`config.mk`:
```
export PLATFORM = sky130hd
export DESIGN_NAME = md_unit_iter
export DESIGN_NICKNAME = d
export VERILOG_FILES = /design/src/rtl/md_pkg.sv /design/src/rtl/md_div_core.sv /design/src/rtl/md_unit_iter.sv
export SDC_FILE = /design/constraint.sdc
export NUM_CORES = 2
export LEC_CHECK = 0
export CORE_ASPECT_RATIO = 0.6
export CORE_MARGIN = 2
export CORE_UTILIZATION = 60
export CTS_BUF_LIST = sky130_fd_sc_hd__clkbuf_8
export DETAILED_ROUTE_END_ITERATION = 7
export PLACE_DENSITY = 0.8
export SLEW_MARGIN = 0
export SYNTH_ARGS = -nofsm -noshare
export SYNTH_HDL_FRONTEND = slang
export SYNTH_SLANG_ARGS = --single-unit
```
`constraint.sdc`:
```
create_clock -name clk -period 10.5 [get_ports clk]
set_input_delay 1.575 -clock clk [delete_from_list [all_inputs] [get_ports clk]]
set_output_delay 1.575 -clock clk [all_outputs]
set_load 0.005 [all_outputs]
```
`src/rtl/md_pkg.sv`:
```
// Shared types for the multiply/divide unit: opcodes, FSM states and issue decoding.
package md_pkg;

  typedef enum logic [2:0] {
    OP_MULT  = 3'd0,
    OP_MULTU = 3'd1,
    OP_DIV   = 3'd2,
    OP_DIVU  = 3'd3,
    OP_MTHI  = 3'd4,
    OP_MTLO  = 3'd5
  } md_op_e;

  typedef enum logic [1:0] {
    IDLE = 2'd0,
    MUL  = 2'd1,
    DIV  = 2'd2,
    FIX  = 2'd3
  } md_state_e;

  // True for the ops that occupy the unit for more than one cycle.
  function automatic logic is_md_start(input md_op_e op);
    return (op == OP_MULT) || (op == OP_MULTU) || (op == OP_DIV) || (op == OP_DIVU);
  endfunction

endpackage

```
`src/rtl/md_div_core.sv`:
```
// Combinational restoring-divide slice: resolves STEP quotient bits per call, MSB first.
module md_div_core #(
  parameter int WIDTH = 32,
  parameter int STEP  = 1
) (
  input  logic [WIDTH-1:0] rem_in,
  input  logic [WIDTH-1:0] dvd_in,
  input  logic [WIDTH-1:0] divisor,
  output logic [WIDTH-1:0] rem_out,
  output logic [WIDTH-1:0] dvd_out,
  output logic [STEP-1:0]  q_bits
);

  logic [WIDTH-1:0] rem_s [STEP+1];
  logic [WIDTH-1:0] dvd_s [STEP+1];

  assign rem_s[0] = rem_in;
  assign dvd_s[0] = dvd_in;

  for (genvar gi = 0; gi < STEP; gi++) begin : g_step
    logic [WIDTH:0] trial;
    logic [WIDTH:0] diff;
    // rem < divisor always holds, so trial < 2*divisor and diff[WIDTH] is a clean borrow flag.
    assign trial = {rem_s[gi], dvd_s[gi][WIDTH-1]};
    assign diff  = trial - {1'b0, divisor};
    assign q_bits[STEP-1-gi] = ~diff[WIDTH];
    assign rem_s[gi+1] = diff[WIDTH] ? trial[WIDTH-1:0] : diff[WIDTH-1:0];
    assign dvd_s[gi+1] = {dvd_s[gi][WIDTH-2:0], 1'b0};
  end

  assign rem_out = rem_s[STEP];
  assign dvd_out = dvd_s[STEP];

endmodule

```
`src/rtl/md_unit_iter.sv`:
```
// Multi-cycle MULT/DIV unit with HI/LO for the EX stage; the dividend register doubles as the quotient.
module md_unit_iter
  import md_pkg::*;
#(
  parameter int WIDTH    = 32,
  parameter int MUL_LAT  = 5,
  parameter int DIV_STEP = 1
) (
  input  logic             clk,
  input  logic             reset,
  input  logic             start,
  input  logic [2:0]       op,
  input  logic [WIDTH-1:0] a,
  input  logic [WIDTH-1:0] b,
  input  logic             cancel,
  output logic             busy,
  output logic             done,
  output logic [WIDTH-1:0] hi,
  output logic [WIDTH-1:0] lo
);

  localparam int DIV_CYC = WIDTH / DIV_STEP;
  localparam int CNT_MAX = (MUL_LAT > DIV_CYC) ? MUL_LAT : DIV_CYC;
  localparam int CNT_W   = $clog2(CNT_MAX + 1);

  md_state_e          state_reg, state_next;
  logic [CNT_W-1:0]   cnt_reg, cnt_next;
  logic [WIDTH-1:0]   hi_reg, hi_next, lo_reg, lo_next;
  logic               done_reg, done_next;
  logic [2*WIDTH-1:0] prod_reg, prod_next;
  logic [WIDTH-1:0]   rem_reg, rem_next, dvd_reg, dvd_next, dsr_reg, dsr_next;
  logic               neg_q_reg, neg_q_next, neg_r_reg, neg_r_next, dz_reg, dz_next;

  md_op_e             op_e;
  logic               is_signed;
  logic [2*WIDTH-1:0] ext_a, ext_b, prod;
  logic [WIDTH-1:0]   a_mag, b_mag;
  logic [WIDTH-1:0]   rem_step, dvd_step;
  logic [DIV_STEP-1:0] q_step;

  assign op_e      = md_op_e'(op);
  assign is_signed = (op_e == OP_MULT) || (op_e == OP_DIV);
  assign ext_a     = is_signed ? {{WIDTH{a[WIDTH-1]}}, a} : {{WIDTH{1'b0}}, a};
  assign ext_b     = is_signed ? {{WIDTH{b[WIDTH-1]}}, b} : {{WIDTH{1'b0}}, b};
  assign prod      = ext_a * ext_b;
  // Negating MIN yields MIN again, which is exactly its unsigned magnitude.
  assign a_mag     = (is_signed && a[WIDTH-1]) ? -a : a;
  assign b_mag     = (is_signed && b[WIDTH-1]) ? -b : b;

  md_div_core #(.WIDTH(WIDTH), .STEP(DIV_STEP)) u_div_core (
    .rem_in  (rem_reg),
    .dvd_in  (dvd_reg),
    .divisor (dsr_reg),
    .rem_out (rem_step),
    .dvd_out (dvd_step),
    .q_bits  (q_step)
  );

  always_comb begin
    state_next = state_reg;
    cnt_next   = cnt_reg;
    hi_next    = hi_reg;
    lo_next    = lo_reg;
    done_next  = 1'b0;
    prod_next  = prod_reg;
    rem_next   = rem_reg;
    dvd_next   = dvd_reg;
    dsr_next   = dsr_reg;
    neg_q_next = neg_q_reg;
    neg_r_next = neg_r_reg;
    dz_next    = dz_reg;
    case (state_reg)
      IDLE: begin
        if (start && !cancel) begin
          if (op_e == OP_MTHI) hi_next = a;
          if (op_e == OP_MTLO) lo_next = a;
          if (is_md_start(op_e)) begin
            if (op_e == OP_MULT || op_e == OP_MULTU) begin
              prod_next  = prod;
              cnt_next   = CNT_W'(MUL_LAT - 1);
              state_next = MUL;
            end else begin
              rem_next   = '0;
              dvd_next   = a_mag;
              dsr_next   = b_mag;
              neg_q_next = is_signed && (a[WIDTH-1] ^ b[WIDTH-1]);
              neg_r_next = is_signed && a[WIDTH-1];
              dz_next    = (b == '0);
              cnt_next   = CNT_W'(DIV_CYC - 1);
              state_next = DIV;
            end
          end
        end
      end
      MUL: begin
        if (cancel) begin
          state_next = IDLE;
        end else if (cnt_reg == '0) begin
          {hi_next, lo_next} = prod_reg;
          done_next  = 1'b1;
          state_next = IDLE;
        end else begin
          cnt_next = cnt_reg - 1'b1;
        end
      end
      DIV: begin
        if (cancel) begin
          state_next = IDLE;
        end else begin
          rem_next = rem_step;
          dvd_next = dvd_step | WIDTH'(q_step);
          if (cnt_reg == '0) state_next = FIX;
          else               cnt_next   = cnt_reg - 1'b1;
        end
      end
      FIX: begin
        if (cancel) begin
          state_next = IDLE;
        end else begin
          // Divide by zero still reports completion but leaves HI/LO untouched.
          if (!dz_reg) begin
            hi_next = neg_r_reg ? -rem_reg : rem_reg;
            lo_next = neg_q_reg ? -dvd_reg : dvd_reg;
          end
          done_next  = 1'b1;
          state_next = IDLE;
        end
      end
      default: state_next = IDLE;
    endcase
  end

  always_ff @(posedge clk) begin
    if (reset) begin
      state_reg <= IDLE;
      cnt_reg   <= '0;
      hi_reg    <= '0;
      lo_reg    <= '0;
      done_reg  <= 1'b0;
      prod_reg  <= '0;
      rem_reg   <= '0;
      dvd_reg   <= '0;
      dsr_reg   <= '0;
      neg_q_reg <= 1'b0;
      neg_r_reg <= 1'b0;
      dz_reg    <= 1'b0;
    end else begin
      state_reg <= state_next;
      cnt_reg   <= cnt_next;
      hi_reg    <= hi_next;
      lo_reg    <= lo_next;
      done_reg  <= done_next;
      prod_reg  <= prod_next;
      rem_reg   <= rem_next;
      dvd_reg   <= dvd_next;
      dsr_reg   <= dsr_next;
      neg_q_reg <= neg_q_next;
      neg_r_reg <= neg_r_next;
      dz_reg    <= dz_next;
    end
  end

  assign busy = (state_reg != IDLE);
  assign done = done_reg;
  assign hi   = hi_reg;
  assign lo   = lo_reg;

endmodule
```
==> impl_metrics.py <==
metrics = {
    "sta": {
        "tightest_slew_ns": 1.04,
        "fin_crit_sh_pct": 96.8,
        "setup_violations": 0,
        "slew_violations": 0,
        "max_freq_mhz": 98.4,
        "slew_headroom_pct": 29.9,
        "final.setup.worst_slack_ns": 0.335,
        "hold_viol": 0,
        "finClkSkew_ns": 0.0435,
        "fin_crit_ns": 10.16,
    },
    "detailed_routing": {
        "wirelength_um": 199000,
        "drtAntennaViolNets": 0,
        "wire_per_inst_um": 23.1,
        "vias": 50000,
        "drt-initial-drc-count": 5737,
        "dr.pass1.iters": 6,
        "post-route-drc-count": 0,
        "via_per_inst": 5.80,
    },
    "run_status": {
        "status": "complete, no violations",
    },
    "cells_and_area": {
        "fillers": 8110,
        "layout.cells.most_common_list": "inv_1 (1640), fa_1 (1416), nand2_1 (1103)",
        "multi_input_area_sq_mm": 0.0492,
        "final_nets": 9102,
        "syn2layout_area_growth_pct": 10.7,
        "ff_latch_area_sq_mm": 0.00472,
        "largest_reg_flops": 64,
        "drive_gt1_share_pct": 8.47,
        "final_common_cell": "inv_1",
    },
    "cts": {
        "post_cts_buffers": 0,
        "tritoncts": "built",
        "cts.root.buffer_cell": "clkbuf_8",
        "clk_pin_slew_worst_paths_ns": 0.07,
        "cts_max_level": 2,
        "clock-sinks": 236,
        "hold_buffers": 0,
        "insertion_delay_ns": 0.59,
        "numCtsBuffers": 38,
        "cts_resized": 0,
        "clockBufferDepth": 3,
    },
    "flow_run": {
        "maxCapViolCount": 0,
    },
    "worst_setup_path": {
        "crit_required_ns": 10.98,
        "cp_data_arrival_time_ns": 10.65,
        "cpMaxStageDelayCell": "fa_1",
        "cp_common_cell": "fa_1",
        "crit_type": "in2reg",
        "crit_path_end_kind": "flop",
        "crit_path_max_incr_delay_ns": 0.62,
        "crit_fanout": 10,
        "ff2ff_setup_slack_ns": 5.39,
        "crit_path_start_kind": "primary input",
    },
    "synthesis": {
        "synth_cell_type_count": 70,
        "ys_seq_area_share_pct": 7.70,
        "synth_area_sq_mm": 0.0614,
        "netlist_instances": 7008,
        "synth-edff-count": 0,
        "ys.warnings.count": 0,
        "avgSynthCellArea_sq_um": 8.76,
        "syn_nets": 8856,
        "synth-seq-cells": 236,
        "synth_ff_type": "dfxtp_1",
        "async_reset_ff_share_pct": 0,
    },
    "floorplanning": {
        "ios": 137,
        "die-area_sq_mm": 0.105,
        "rows": 90,
        "dieWidth_um": 417,
        "initial_core_util_pct": 60.8,
        "core-area_sq_mm": 0.101,
        "die_h_um": 252,
    },
    "global_route": {
        "grt_pass1_wl_um": 311000,
        "grt_usage_pct": 39.2,
        "grt-ovfl-total": 0,
        "grt_start_max_net_pins": 73,
        "antenna_found_initial": 9,
        "first_global_vias": 51900,
    },
    "placement": {
        "pre_cts_ws_ns": -0.400,
        "dpl.hpwl_um": 164000,
        "gp_congestion": 1.03,
        "numPortBuffers": 136,
    },
    "min_path": {
        "hold_path_class": "reg2reg",
    },
}
## critical path: cells and delay by family
| family | cells | cell delay [ns] |
|---|---|---|
| buffers and inverters | 11 | 1.54 |
| AND/OR/NAND/NOR | 6 | 0.84 |
| adder cells (fa/ha/maj) | 11 | 5.62 |
| multiplexers | 1 | 0.10 |
| AO/OA/AOI/OAI | 6 | 0.95 |
## per-layer routing
metal | GRT usage, % | vias to the layer above | part of all wire (%)
li1 | - | 21400 | -
met5 | 0 | - | 0.0065
met3 | 13.9 | 363 | 15
met1 | 56.8 | 25100 | 41
met2 | 55.8 | 3192 | 41
met4 | 10.8 | 2 | 3.2
## synth_stat cells (12+ instances only)
cell type,n,area [sq um]
o41ai_1,15,131
nand2b_1,24,150
inv_1,1625,6100
fa_1,1422,28500
ha_1,355,4440
a31oi_1,53,332
nand3_1,31,155
buf_1,63,236
nand4_1,13,81.3
mux2i_1,30,300
dfxtp_1,236,4720
nor4_1,14,87.6
and3_1,42,263
o21a_1,12,90.1
a221oi_1,23,201
a211oi_1,66,495
clkbuf_1,341,1280
or3_1,17,106
nand2_1,1103,4140
nor2b_1,24,150
nor3_1,30,150
and2_1,358,2240
or4_1,21,158
xor2_1,71,622
a21oi_1,212,1060
a311oi_1,17,149
o21ai_0,213,1070
nor2_1,174,653
a21o_1,54,405
a22oi_1,46,345
o31ai_1,33,248
xnor2_1,179,1570
## per-stage QoR
| stage | setup TNS (ns) | cells | hold slack [ns] | cell area [sq um] | util (%) |
|---|---|---|---|---|---|
| 2_1_floorplan | 0 | 7008 | 0.429 | 61400 | - |
| 5_1_grt | -0.00361 | 8619 | 0.481 | 67900 | 67.3 |
| 3_5_place_dp | -3.23 | 8548 | 0.447 | 67000 | 66.4 |
| 4_1_cts | 0 | 8616 | 0.454 | 67800 | 67.2 |
| 3_3_place_gp | -1.36 | 8548 | 0.440 | 67000 | 66.4 |
| 6_report | 0 | 8622 | 0.456 | 67900 | 67.3 |
## layout make-up
| cell class | instances | share of cell area, % |
|---|---|---|
| antenna | 6 | 0.0221 |
| inverter | 1625 | 8.98 |
| multi-input combinational | 4740 | 72.4 |
| clock buffer | 50 | 1.01 |
| timing repair buffer | 613 | 8.05 |
| clock inverter | 18 | 0.149 |
| tap | 1334 | 2.46 |
| sequential | 236 | 6.95 |
## final timing paths
path / start / end / cells past startpoint
max: op[2] / prod_reg[62]$_SDFFE_PP0P_ / 35
min: prod_reg[46]$_SDFFE_PP0P_ / prod_reg[46]$_SDFFE_PP0P_ / 2
max reg2reg: dvd_reg[31]$_SDFFE_PP0P_ / rem_reg[16]$_SDFFE_PP0P_ / 14
min reg2reg: prod_reg[46]$_SDFFE_PP0P_ / prod_reg[46]$_SDFFE_PP0P_ / 2
## cell families (layout without fill, tap and decap cells)
kind of cell	Yosys count	in the layout	synth area share (%)
multiplexers	30	30	0.489
AND/OR/NAND/NOR	1879	1879	14.0
other	0	6	0
buffers and inverters	2032	2306	12.4
XOR/XNOR	250	250	3.57
flip-flops	236	236	7.70
adder cells (fa/ha/maj)	1779	1779	53.6
AO/OA/AOI/OAI	802	802	8.18
Power is left out: the tool's default activity adds up to more than one toggle a clock period on the data nets, which glitch-free logic cannot reach.
